==> src/rtl/pool_fmap_buffer_if.sv <==
// Bus between the pooler/consumer side and the pooled feature-map buffer.
// Carries the pooler write strobes and the valid/ready drain channel.
interface pool_fmap_buffer_if #(
    parameter int unsigned N  = 16,
    parameter int unsigned AW = 4
);
    logic          ce;
    logic [N-1:0]  data_in;
    logic          valid_in;
    logic          end_in;
    logic [N-1:0]  rd_data;
    logic          rd_valid;
    logic          rd_ready;
    logic          rd_last;
    logic [AW-1:0] rd_row;
    logic [AW-1:0] rd_col;
    logic          busy;
    logic          ovf;

    // Buffer side: consumes pooler strobes, produces the drain stream.
    modport slave (
        input  ce, data_in, valid_in, end_in, rd_ready,
        output rd_data, rd_valid, rd_last, rd_row, rd_col, busy, ovf
    );

    // Environment side: pooler plus downstream consumer.
    modport master (
        output ce, data_in, valid_in, end_in, rd_ready,
        input  rd_data, rd_valid, rd_last, rd_row, rd_col, busy, ovf
    );
endinterface

==> src/rtl/pool_fmap_buffer.sv <==
// Pooled feature-map buffer: captures one pooled frame from the pooler
// (ce/valid/end qualified), then drains it in raster order over valid/ready.
// Optional macro POOL_FMAP_BUF_RELU_EN clamps negative samples to zero on write.
module pool_fmap_buffer #(
    parameter int unsigned N    = 16,
    parameter int unsigned Q    = 12,
    parameter int unsigned M_IN = 12,
    parameter int unsigned P    = 3
) (
    input  logic              clk,
    input  logic              master_rst,
    pool_fmap_buffer_if.slave bus
);
    localparam int unsigned M_OUT    = M_IN / P;
    localparam int unsigned DEPTH    = M_OUT * M_OUT;
    localparam int unsigned AW       = $clog2(DEPTH);
    localparam int unsigned CW       = AW + 1;
    // Sign bit sits above the integer and fractional fields of the Q format.
    localparam int unsigned SIGN_BIT = (N - 1 - Q) + Q;

    typedef enum logic {
        FILL  = 1'b0,
        DRAIN = 1'b1
    } state_t;

    state_t        state;
    logic [CW-1:0] wr_cnt;
    logic [CW-1:0] rd_ptr;
    logic [CW-1:0] frame_len;
    logic [N-1:0]  mem [DEPTH];

    logic [N-1:0]  rd_data;
    logic          rd_valid;
    logic          rd_last;
    logic [AW-1:0] rd_row;
    logic [AW-1:0] rd_col;
    logic          busy;
    logic          ovf;

    logic          wr_en_c;
    logic [CW-1:0] wr_next_c;
    logic          frame_done_c;
    logic [CW-1:0] rd_ptr_next_c;
    logic [N-1:0]  wr_data_c;

    // Write qualification, frame-close detection and next read pointer.
    always_comb begin
        wr_en_c       = (state == FILL) && bus.ce && bus.valid_in;
        wr_next_c     = wr_cnt + CW'(wr_en_c);
        frame_done_c  = (state == FILL) &&
                        ((wr_en_c && (wr_next_c == CW'(DEPTH))) ||
                         (bus.ce && bus.end_in && (wr_next_c != '0)));
        rd_ptr_next_c = rd_ptr + CW'(1);
    end

    // Stored word: optional fused ReLU, otherwise bit-exact.
    always_comb begin
`ifdef POOL_FMAP_BUF_RELU_EN
        wr_data_c = bus.data_in[SIGN_BIT] ? '0 : bus.data_in;
`else
        wr_data_c = {bus.data_in[SIGN_BIT], bus.data_in[SIGN_BIT-1:0]};
`endif
    end

    // Feature-map storage; contents need no reset.
    always_ff @(posedge clk) begin
        if (wr_en_c) begin
            mem[wr_cnt[AW-1:0]] <= wr_data_c;
        end
    end

    // Fill/drain controller with registered drain outputs.
    always_ff @(posedge clk or negedge master_rst) begin
        if (!master_rst) begin
            state     <= FILL;
            wr_cnt    <= '0;
            rd_ptr    <= '0;
            frame_len <= '0;
            rd_data   <= '0;
            rd_valid  <= 1'b0;
            rd_last   <= 1'b0;
            rd_row    <= '0;
            rd_col    <= '0;
            busy      <= 1'b0;
            ovf       <= 1'b0;
        end else begin
            case (state)
                FILL: begin
                    wr_cnt <= wr_next_c;
                    if (frame_done_c) begin
                        state     <= DRAIN;
                        frame_len <= wr_next_c;
                        rd_ptr    <= '0;
                        busy      <= 1'b1;
                    end
                end
                DRAIN: begin
                    // Samples arriving while draining are lost.
                    if (bus.ce && bus.valid_in) begin
                        ovf <= 1'b1;
                    end
                    if (!rd_valid) begin
                        // First beat of the frame, one cycle after entry.
                        rd_valid <= 1'b1;
                        rd_data  <= mem[0];
                        rd_row   <= '0;
                        rd_col   <= '0;
                        rd_last  <= (frame_len == CW'(1));
                    end else if (bus.rd_ready) begin
                        if (rd_last) begin
                            state    <= FILL;
                            rd_valid <= 1'b0;
                            rd_last  <= 1'b0;
                            busy     <= 1'b0;
                            wr_cnt   <= '0;
                            rd_ptr   <= '0;
                        end else begin
                            rd_ptr  <= rd_ptr_next_c;
                            rd_data <= mem[rd_ptr_next_c[AW-1:0]];
                            rd_last <= (rd_ptr_next_c == (frame_len - CW'(1)));
                            if (rd_col == AW'(M_OUT - 1)) begin
                                rd_col <= '0;
                                rd_row <= rd_row + AW'(1);
                            end else begin
                                rd_col <= rd_col + AW'(1);
                            end
                        end
                    end
                end
                default: state <= FILL;
            endcase
        end
    end

    assign bus.rd_data  = rd_data;
    assign bus.rd_valid = rd_valid;
    assign bus.rd_last  = rd_last;
    assign bus.rd_row   = rd_row;
    assign bus.rd_col   = rd_col;
    assign bus.busy     = busy;
    assign bus.ovf      = ovf;
endmodule

==> src/flat_wrapper.sv <==
// flat-port wrapper written by rule: the top's interface ports become plain ports
module pool_fmap_buffer_flat 
#(
    parameter int unsigned N    = 16,
    parameter int unsigned Q    = 12,
    parameter int unsigned M_IN = 12,
    parameter int unsigned P    = 3
)
  (clk, master_rst, bus_ce, bus_data_in, bus_valid_in, bus_end_in, bus_rd_ready, bus_rd_data, bus_rd_valid, bus_rd_last, bus_rd_row, bus_rd_col, bus_busy, bus_ovf);
  pool_fmap_buffer_if #(.N(N)) bus_i ();
  input  logic clk;
  input  logic master_rst;
  input wire logic [$bits(bus_i.ce)-1:0] bus_ce;
  input wire logic [$bits(bus_i.data_in)-1:0] bus_data_in;
  input wire logic [$bits(bus_i.valid_in)-1:0] bus_valid_in;
  input wire logic [$bits(bus_i.end_in)-1:0] bus_end_in;
  input wire logic [$bits(bus_i.rd_ready)-1:0] bus_rd_ready;
  output wire logic [$bits(bus_i.rd_data)-1:0] bus_rd_data;
  output wire logic [$bits(bus_i.rd_valid)-1:0] bus_rd_valid;
  output wire logic [$bits(bus_i.rd_last)-1:0] bus_rd_last;
  output wire logic [$bits(bus_i.rd_row)-1:0] bus_rd_row;
  output wire logic [$bits(bus_i.rd_col)-1:0] bus_rd_col;
  output wire logic [$bits(bus_i.busy)-1:0] bus_busy;
  output wire logic [$bits(bus_i.ovf)-1:0] bus_ovf;
  assign bus_i.ce = bus_ce;
  assign bus_i.data_in = bus_data_in;
  assign bus_i.valid_in = bus_valid_in;
  assign bus_i.end_in = bus_end_in;
  assign bus_i.rd_ready = bus_rd_ready;
  assign bus_rd_data = bus_i.rd_data;
  assign bus_rd_valid = bus_i.rd_valid;
  assign bus_rd_last = bus_i.rd_last;
  assign bus_rd_row = bus_i.rd_row;
  assign bus_rd_col = bus_i.rd_col;
  assign bus_busy = bus_i.busy;
  assign bus_ovf = bus_i.ovf;
  pool_fmap_buffer #(.N(N), .Q(Q), .M_IN(M_IN), .P(P)) u_core (.clk(clk), .master_rst(master_rst), .bus(bus_i));
endmodule
==> config.mk <==
export PLATFORM = sky130hd
export DESIGN_NAME = pool_fmap_buffer_flat
export DESIGN_NICKNAME = d
export VERILOG_FILES = /design/src/rtl/pool_fmap_buffer_if.sv /design/src/rtl/pool_fmap_buffer.sv /design/src/flat_wrapper.sv
export SDC_FILE = /design/constraint.sdc
export NUM_CORES = 1
export LEC_CHECK = 0
export CAP_MARGIN = 20
export CELL_PAD_IN_SITES_DETAIL_PLACEMENT = 0
export CELL_PAD_IN_SITES_GLOBAL_PLACEMENT = 1
export CORE_UTILIZATION = 59
export CTS_BUF_LIST = sky130_fd_sc_hd__clkbuf_8
export DETAILED_ROUTE_END_ITERATION = 8
export HOLD_SLACK_MARGIN = 0.08
export PLACE_DENSITY = 0.94
export SLEW_MARGIN = 5
export SYNTH_ARGS = -nofsm -noshare
export SYNTH_HDL_FRONTEND = slang
export SYNTH_SLANG_ARGS = --single-unit
==> constraint.sdc <==
create_clock -name clk -period 4.83 [get_ports clk]
set_input_delay 0.966 -clock clk [delete_from_list [all_inputs] [get_ports clk]]
set_output_delay 0.966 -clock clk [all_outputs]
set_load 0.1 [all_outputs]
* After elaboration in Yosys (flattened, before gate mapping) *
Memory sizes are Yosys's and may differ from the RTL's.
Index checks and enable logic that the tools add are counted.

cells by class
  add/subtract/negate cells = 5
  equality and inequality tests = 11
  mux-type cells = 35
  bitwise operators = 1
  reduce and logical (&&, ||, !) cells = 17

operator list
  cell                                                  number
  two-way mux 16 bit                                    3
  two-way mux 5 bit                                     7
  two-way mux 4 bit                                     8
  one-hot mux 5 bit (2 select lines)                    2
  two-way mux 1 bit                                     13
  != test 2 bit (second input constant)                 6
  AND reduction 3 bit                                   3
  adder 4 x 1 -> 4 bit (second input constant)          2
  AND reduction 4 bit                                   2
  logical AND 1 bit                                     7
  AND reduction 2 bit                                   3
  adder 5 x 1 -> 5 bit                                  1
  adder 5 x 1 -> 5 bit (second input constant)          1
  equality test 5 x 1 -> 1 bit (second input constant)  1
  equality test 5 bit                                   1
  equality test 5 bit (second input constant)           1
  nonzero test 5 bit                                    1
  subtractor 5 x 1 -> 5 bit (second input constant)     1
  equality test 4 x 2 -> 1 bit (second input constant)  1
  one-hot mux 1 bit (2 select lines)                    2
  != test 2 x 1 -> 1 bit (second input constant)        1
  logical OR 1 bit                                      1
  NOT 1 bit                                             1

storage, ports and cells
  flip-flop bits (word level) = 44
  bits in writable memories = 256
  input port bits = 22
  output and inout bits = 28
  logic and storage cells = 81
  memories kept = 1

memory list
  memory      words  bits a word  read ports  clocked after memory_dff  write ports  line                    RTL
  u_core.mem  16     16           2           0                         1            pool_fmap_buffer.sv:30  logic [N-1:0] mem [DEPTH];

* Longest topological paths before layout *
Gate-level depths: netlist of run 1.

  depth after elaboration = 10
  depth in mapped cells = 9
  depth with buffers taken out = 9

* Least setup slack after synthesis of run 1 *
Ideal clock, no wire load.

  path kind = input -> register
  start point = in bus_valid_in
  end point = mem u_core.mem[0][0], enable pin
  setup time = 409 ps
  data arrival time = 2655 ps
  required time = 4421 ps
  slack = 1765 ps
  cell stages on the path = 3
  buffers on the path = 0
  cells stage by stage = nand2_1 or4_1 nor3_1

on the way
  word-level cells in the longest chain between the ends = 3

ends and longest elaborated chain
  item                                     line                    RTL
  start, declared                          flat_wrapper.sv:15      input wire logic [$bits(bus_i.valid_in)-1:0] bus_valid_in;
  logical AND 1 bit                        pool_fmap_buffer.sv:48  wr_en_c = (state == FILL) && bus.ce && bus.valid_in;
  two-way mux 1 bit                        pool_fmap_buffer.sv:67  if (wr_en_c) begin
  two-way mux 1 bit (implied by the code)  pool_fmap_buffer.sv:68  mem[wr_cnt[AW-1:0]] <= wr_data_c;
  end, declared                            pool_fmap_buffer.sv:30

No other way between the ends.

* Worst setup path after layout of run 1 *
  start point = reg u_core.rd_valid, in the netlist u_core.bus.rd_valid
  end point = out bus_rd_valid

RTL lines
  item                    line                     RTL
  start, declared         pool_fmap_buffer.sv:33   logic rd_valid;
  start signal, assigned  pool_fmap_buffer.sv:80   rd_valid <= 1'b0;
  start signal, assigned  pool_fmap_buffer.sv:104  rd_valid <= 1'b1;
  start signal, assigned  pool_fmap_buffer.sv:112  rd_valid <= 1'b0;
  end, declared           flat_wrapper.sv:19       output wire logic [$bits(bus_i.rd_valid)-1:0] bus_rd_valid;

No word-level cell between the ends.

==> results.sh, run 1 <==
export IMPL_ant_nets=0
export IMPL_fp_dieW_um=145
export IMPL_cpPeakStageDelay_ns=1.21
export IMPL_irDropWorstVdd_mv=0.287
export IMPL_fin_tns_setup_ns=0
export IMPL_drive_above_1_share=0.230
export IMPL_wl_met2_mm=12.9
export IMPL_ys_types=49
export IMPL_synthToLayoutAreaGrowth_pct=14.2
export IMPL_grt_overflow_total=0
export IMPL_path_cells="clkdlybuf4s50_1"
export IMPL_die_y_um=145
export IMPL_drc=0
export IMPL_crit_path_end_kind="primary output"
export IMPL_syn_inst=637
export IMPL_worst_pin_slew_ns=1.11
export IMPL_cap_viol_max_count=0
export IMPL_crit_slowest_cell="clkdlybuf4s50_1"
export IMPL_rsz0062_at_grt="false"
export IMPL_wl_met1_mm=9.47
export IMPL_yosysWarnings=0
export IMPL_yosys_register_bits=300
export IMPL_multi_input_area_mm2=0.00311
export IMPL_start_util=0.611
export IMPL_met3_length_mm=2.17
export IMPL_nets=757
export IMPL_final_max_slew_violation_count=0
export IMPL_route_vias_total=6497
export IMPL_routed_wl_mm=25.4
export IMPL_intPower_mw=5.25
export IMPL_die_area_mm2=0.0210
export IMPL_fillCellCount=1139
export IMPL_tritoncts="built"
export IMPL_cp_max_fo=12
export IMPL_htreeDepth=2
export IMPL_wl_per_cell_um=24.8
export IMPL_p_switching_mw=3.05
export IMPL_cts_resized=0
export IMPL_synth_nets=666
export IMPL_period_needed_ns=3.31
export IMPL_fin_worst_skew_ns=0.0181
export IMPL_cts_sinks=300
export IMPL_status="completed"
export IMPL_core_mm2=0.0197
export IMPL_track_usage=0.250
export IMPL_final_area_mm2=0.0138
export IMPL_regArea_mm2=0.00879
export IMPL_root_buffer="clkbuf_8"
export IMPL_pwr_share_comb=0.398
export IMPL_critPathBufInv=1
export IMPL_worstSetupPathType="reg2out"
export IMPL_cp_arrival_ns=2.34
export IMPL_io_buffers=49
export IMPL_clk_pin_slew_ns=0.06
export IMPL_numCtsBuffers=46
export IMPL_p_leak_nw=4.73
export IMPL_power_density_mw_per_mm2=603
export IMPL_hold_buffers=0
export IMPL_clock_latency_ns=0.55
export IMPL_fmax_mhz=302
export IMPL_ys_flop_type="edfxtp_1"
export IMPL_path_delay_family="buffers and inverters"
export IMPL_n_antenna_cell=0
export IMPL_io_pins=50
export IMPL_async_flop_share=0.147
export IMPL_highest_layer="met5"
export IMPL_antenna_found_initial=1
export IMPL_num_rows=51
export IMPL_cp_start_kind="register"
export IMPL_required_ns=3.86
export IMPL_post_cts_buffers=0
export IMPL_dpl_cell_area_mm2=0.0130
export IMPL_vias_per_cell=6.34
export IMPL_hold_class="in2async"
export IMPL_grt_max_degree=49
export IMPL_first_pass_iters=5
export IMPL_max_slew_margin_rel=0.260
export IMPL_drtIter0Drc=604
export IMPL_grt_first_pass_wirelength_mm=38.7
export IMPL_syn_area_mm2=0.0121
export IMPL_pwr_share_seq=0.378
export IMPL_hpwlAfterDp_mm=15.0
export IMPL_finalSetupViolations=0
export IMPL_ys_seq_area_frac=0.729
export IMPL_finalHoldViolCount=0
export IMPL_gp_congestion=0.789
export IMPL_avgSynthCellArea_um2=18.9
export IMPL_p_clk_frac=0.224
export IMPL_swShare=0.367
export IMPL_period_share=0.685
export IMPL_synth_edff_count=256
export IMPL_clock_path_buffers=3
export IMPL_grt_pass1_vias=6661
-- registers in the layout, summed over array words and instances, names as in the netlist --
register and cells:
u_core.mem 256, u_core.bus.ovf 1, u_core.bus.rd_last 1, u_core.state 1, u_core.bus.rd_data 16, u_core.bus.rd_col 4
u_core.bus.busy 1, u_core.rd_ptr 5, u_core.bus.rd_row 4, u_core.frame_len 5, u_core.wr_cnt 5, u_core.bus.rd_valid 1
-- stage by stage --
stage,setup WS (ns),hold slack [ns],util,power [mW],instances
3_3_place_gp,1.28,0.473,0.657,6.42,945
3_5_place_dp,1.04,0.470,0.657,6.49,945
6_report,1.52,0.315,0.698,8.30,1025
5_1_grt,1.44,0.302,0.698,8.66,1025
2_1_floorplan,1.77,0.475,-,5.68,637
4_1_cts,1.51,0.299,0.698,8.35,1025
-- cell type report --
| class | count | area share |
|---|---|---|
| Timing Repair Buffer | 75 | 0.0495 |
| Clock buffer | 47 | 0.0470 |
| Tap cell | 265 | 0.0241 |
| Sequential cell | 300 | 0.639 |
| Multi-Input combinational cell | 295 | 0.226 |
| Inverter | 10 | 0.00273 |
| Clock inverter | 33 | 0.0115 |
-- power groups by stage --
stage,Combinational (mW),Clock [mW],Sequential [mW]
final,3.30,1.86,3.14
after global routing,3.49,2.01,3.16
after CTS,3.32,1.90,3.14
after detailed placement,3.30,0,3.19
after global placement,3.24,0,3.18
after floorplan,1.90,0,3.78
-- synthesized netlist by cell type (2+ instances only) --
master,number,area (µm²)
mux2_2,16,180
nand2b_1,7,43.8
nand3_1,8,40.0
xnor2_1,7,61.3
inv_2,2,7.51
nor2b_1,16,100
nand4_1,2,12.5
xor2_1,9,78.8
and3_1,2,12.5
clkbuf_1,14,52.6
buf_2,10,50.1
nor3_1,5,25.0
ha_1,7,87.6
inv_1,8,30.0
nand2_1,36,135
o22ai_1,3,18.8
mux2_1,2,22.5
o311ai_1,16,140
a21oi_1,2,10.0
edfxtp_1,256,7690
mux4_2,64,1440
a22o_1,3,26.3
buf_4,7,52.6
o21ai_1,10,50.1
mux2i_1,19,190
nand3b_1,2,15.0
a31oi_1,17,106
nor2_1,20,75.1
dfrtp_1,44,1100
o21ai_0,4,20.0
-- metal layers --
| layer | GRT usage | vias to the layer above |
|---|---|---|
| li1 | - | 2744 |
| met1 | 0.323 | 3311 |
| met2 | 0.414 | 369 |
| met3 | 0.0494 | 71 |
| met4 | 0.108 | 2 |
| met5 | 0 | - |
-- cell families (layout without fill, tap and decap cells) --
family / count (synthesis) / in the layout / share of synthesized area
mux: 101 / 101 / 0.152
xor+xnor: 17 / 17 / 0.0130
simple gates: 106 / 106 / 0.0432
flops: 300 / 300 / 0.729
buf+inv: 42 / 165 / 0.0163
compound gates: 64 / 64 / 0.0388
fa+ha+maj: 7 / 7 / 0.00727
-- placed cells by master (no fill, tap or decap), drive strengths merged, types with 14 or more instances in the layout --
cell type,instances
a31oi,17
buf,27
clkbuf,47
clkdlybuf4s50,48
clkinv,14
dfrtp,44
edfxtp,256
inv,27
mux2,18
mux2i,19
mux4,64
nand2,36
nor2,21
nor2b,16
o21ai,14
o311ai,16
-- worst paths after layout --
| check | start | endpoint | slack, ns | cells after the start |
|---|---|---|---|---|
| min in group clk | u_core.bus.ovf$_DFFE_PN0P_ | u_core.bus.ovf$_DFFE_PN0P_ | 0.48 | 1 |
| max in group asynchronous | master_rst | u_core.rd_ptr[0]$_DFFE_PN0P_ | 3.67 | 2 |
| worst min-delay path | master_rst | u_core.bus.rd_data[0]$_DFFE_PN0P_ | 0.32 | 1 |
| worst max register to register | u_core.rd_ptr[0]$_DFFE_PN0P_ | u_core.bus.rd_data[12]$_DFFE_PN0P_ | 1.82 | 6 |
| worst min register to register | u_core.bus.ovf$_DFFE_PN0P_ | u_core.bus.ovf$_DFFE_PN0P_ | 0.48 | 1 |
| worst max-delay path | u_core.bus.rd_valid$_DFFE_PN0P_ | bus_rd_valid | 1.52 | 1 |
No activity file was read; power rests on OpenSTA's default activity.
==> run 2, diff against run 1 <==
CORE_UTILIZATION = 55   (was 59)
PLACE_DENSITY = 0.89   (was 0.94)
clock period = 3.45 ns   (was 4.83 ns; I/O delays follow)
==> run 2 against run 1 <==
  * Setup slack got worse by 0.84 ns
  * Cell count increased by 2.0%
  * Power increased by 44%
  * Cell area increased by 0.96%
  * Clock skew increased by 0.00097 ns
  * Count of clock-buffer cells in the layout increased by 2
  * Sequential power increased by 38%
  * Hold slack got worse by 0.13 ns
  * Clock power increased by 54%
  * Global-route usage decreased by 1.8 points
  * Non-clock buffer count increased by 2
  * Sequential share of layout area decreased by 0.61 points
  * Largest power group unchanged
  * Highest routed layer is now met4
==> results.sh, run 2 (same netlist as run 1, synthesis figures left out) <==
export IMPL_num_rows=53
export IMPL_total_power_mw=11.9
export IMPL_status="completed"
export IMPL_synthToLayoutAreaGrowth_pct=15.3
export IMPL_cp_max_fo=4
export IMPL_worst_pin_slew_ns=1.01
export IMPL_fin_tns_setup_ns=0
export IMPL_period_share=0.803
export IMPL_required_ns=2.76
export IMPL_hpwlAfterDp_mm=15.0
export IMPL_fin_worst_skew_ns=0.0191
export IMPL_vias_per_cell=6.05
export IMPL_ant_nets=0
export IMPL_clock_latency_ns=0.54
export IMPL_cts_resized=0
export IMPL_irDropWorstVdd_mv=0.962
export IMPL_drc=0
export IMPL_core_mm2=0.0212
export IMPL_rsz0062_at_grt="false"
export IMPL_max_slew_margin_rel=0.326
export IMPL_grt_max_degree=69
export IMPL_track_usage=0.231
export IMPL_tritoncts="built"
export IMPL_grt_first_pass_wirelength_mm=38.5
export IMPL_cpPeakStageDelay_ns=1.15
export IMPL_p_leak_nw=4.82
export IMPL_r2r_setup_slack_ns=0.86
export IMPL_timing_rr_end="u_core.rd_ptr[2]$_DFFE_PN0P_"
export IMPL_io_buffers=49
export IMPL_finalHoldViolCount=0
export IMPL_power_density_mw_per_mm2=860
export IMPL_hold_buffers=0
export IMPL_io_pins=50
export IMPL_wl_per_cell_um=23.1
export IMPL_r2r_cells=9
export IMPL_root_buffer="clkbuf_8"
export IMPL_die_y_um=150
export IMPL_first_pass_iters=4
export IMPL_dp_worst_setup_slack_ns=0.269
export IMPL_routed_wl_mm=24.1
export IMPL_start_util=0.568
export IMPL_gp_congestion=0.829
export IMPL_path_delay_family="buffers and inverters"
export IMPL_clock_path_buffers=3
export IMPL_critPathBufInv=1
export IMPL_cp_arrival_ns=2.08
export IMPL_largest_reg_flops=256
export IMPL_path_cells="clkdlybuf4s50_1"
export IMPL_nets=760
export IMPL_final_max_slew_violation_count=0
export IMPL_crit_slowest_cell="clkdlybuf4s50_1"
export IMPL_die_area_mm2=0.0225
export IMPL_final_cell_mix="edfxtp_1, mux4_2, clkbuf_8"
export IMPL_route_vias_total=6321
export IMPL_finalSetupViolations=0
export IMPL_fin_ws_ns=0.678
export IMPL_grt_overflow_total=0
export IMPL_fmax_mhz=361
export IMPL_hold_class="in2async"
export IMPL_grt_pass1_vias=6759
export IMPL_worstSetupPathType="reg2out"
export IMPL_fillCellCount=1391
export IMPL_drive_above_1_share=0.265
export IMPL_final_common_cell="edfxtp_1"
export IMPL_post_cts_buffers=0
export IMPL_clk_pin_slew_ns=0.06
export IMPL_cp_start_kind="register"
export IMPL_antenna_found_initial=0
export IMPL_numCtsBuffers=47
export IMPL_n_antenna_cell=0
export IMPL_cts_sinks=300
export IMPL_period_needed_ns=2.77
export IMPL_drtIter0Drc=600
export IMPL_rr_startpoint="u_core.state$_DFF_PN0_"
export IMPL_fp_dieW_um=150
export IMPL_cap_viol_max_count=0
export IMPL_htreeDepth=2
export IMPL_crit_path_end_kind="primary output"
## run 2: how the worst max path moves through the flow
stage	start	to	slack, ns	depth (start not counted)
floorplan	bus_valid_in	u_core.mem[0][0]$_DFFE_PP_	0.66	3
CTS	u_core.bus.rd_col[2]$_DFFE_PN0P_	bus_rd_col[2]	0.64	1
global route	u_core.bus.rd_row[1]$_DFFE_PN0P_	bus_rd_row[1]	0.60	1
finish	u_core.bus.rd_row[1]$_DFFE_PN0P_	bus_rd_row[1]	0.68	1
global placement	bus_ce	u_core.rd_ptr[2]$_DFFE_PN0P_	0.36	10
detailed placement	bus_ce	u_core.rd_ptr[2]$_DFFE_PN0P_	0.27	10
## run 2: power breakdown
group / switching, mW / total (mW) / leakage (nW) / internal (mW)
registers: 0.179 / 4.33 / 2.84 / 4.15
logic: 2.88 / 4.74 / 1.46 / 1.86
clock network: 1.32 / 2.87 / 0.517 / 1.55
## run 2: per-layer routing
layer,wire length (µm),vias to the layer above,part of all wire,GRT usage
met5,0,-,0,0
met4,362,0,0.015,0.0702
met3,1530,38,0.063,0.0488
met2,11800,260,0.49,0.368
met1,10400,3259,0.43,0.324
li1,-,2764,-,-
## run 2: area by class of cell
type | count | area, µm² | share of cell area
Sequential cell | 300 | 8790 | 0.633
Inverter | 10 | 37.5 | 0.00270
Clock buffer | 49 | 674 | 0.0485
Tap cell | 275 | 344 | 0.0248
Timing Repair Buffer | 77 | 688 | 0.0495
Clock inverter | 39 | 244 | 0.0176
Multi-Input combinational cell | 295 | 3110 | 0.224
## run 2: metrics by stage
step           hold slack, ns  utilization  instance area, µm²  instances
2_1_floorplan           0.394            -               12100        637
3_3_place_gp            0.470        0.611               13000        957
3_5_place_dp            0.475        0.611               13000        957
4_1_cts                 0.178        0.655               13900       1045
5_1_grt                 0.221        0.655               13900       1045
6_report                0.187        0.655               13900       1045
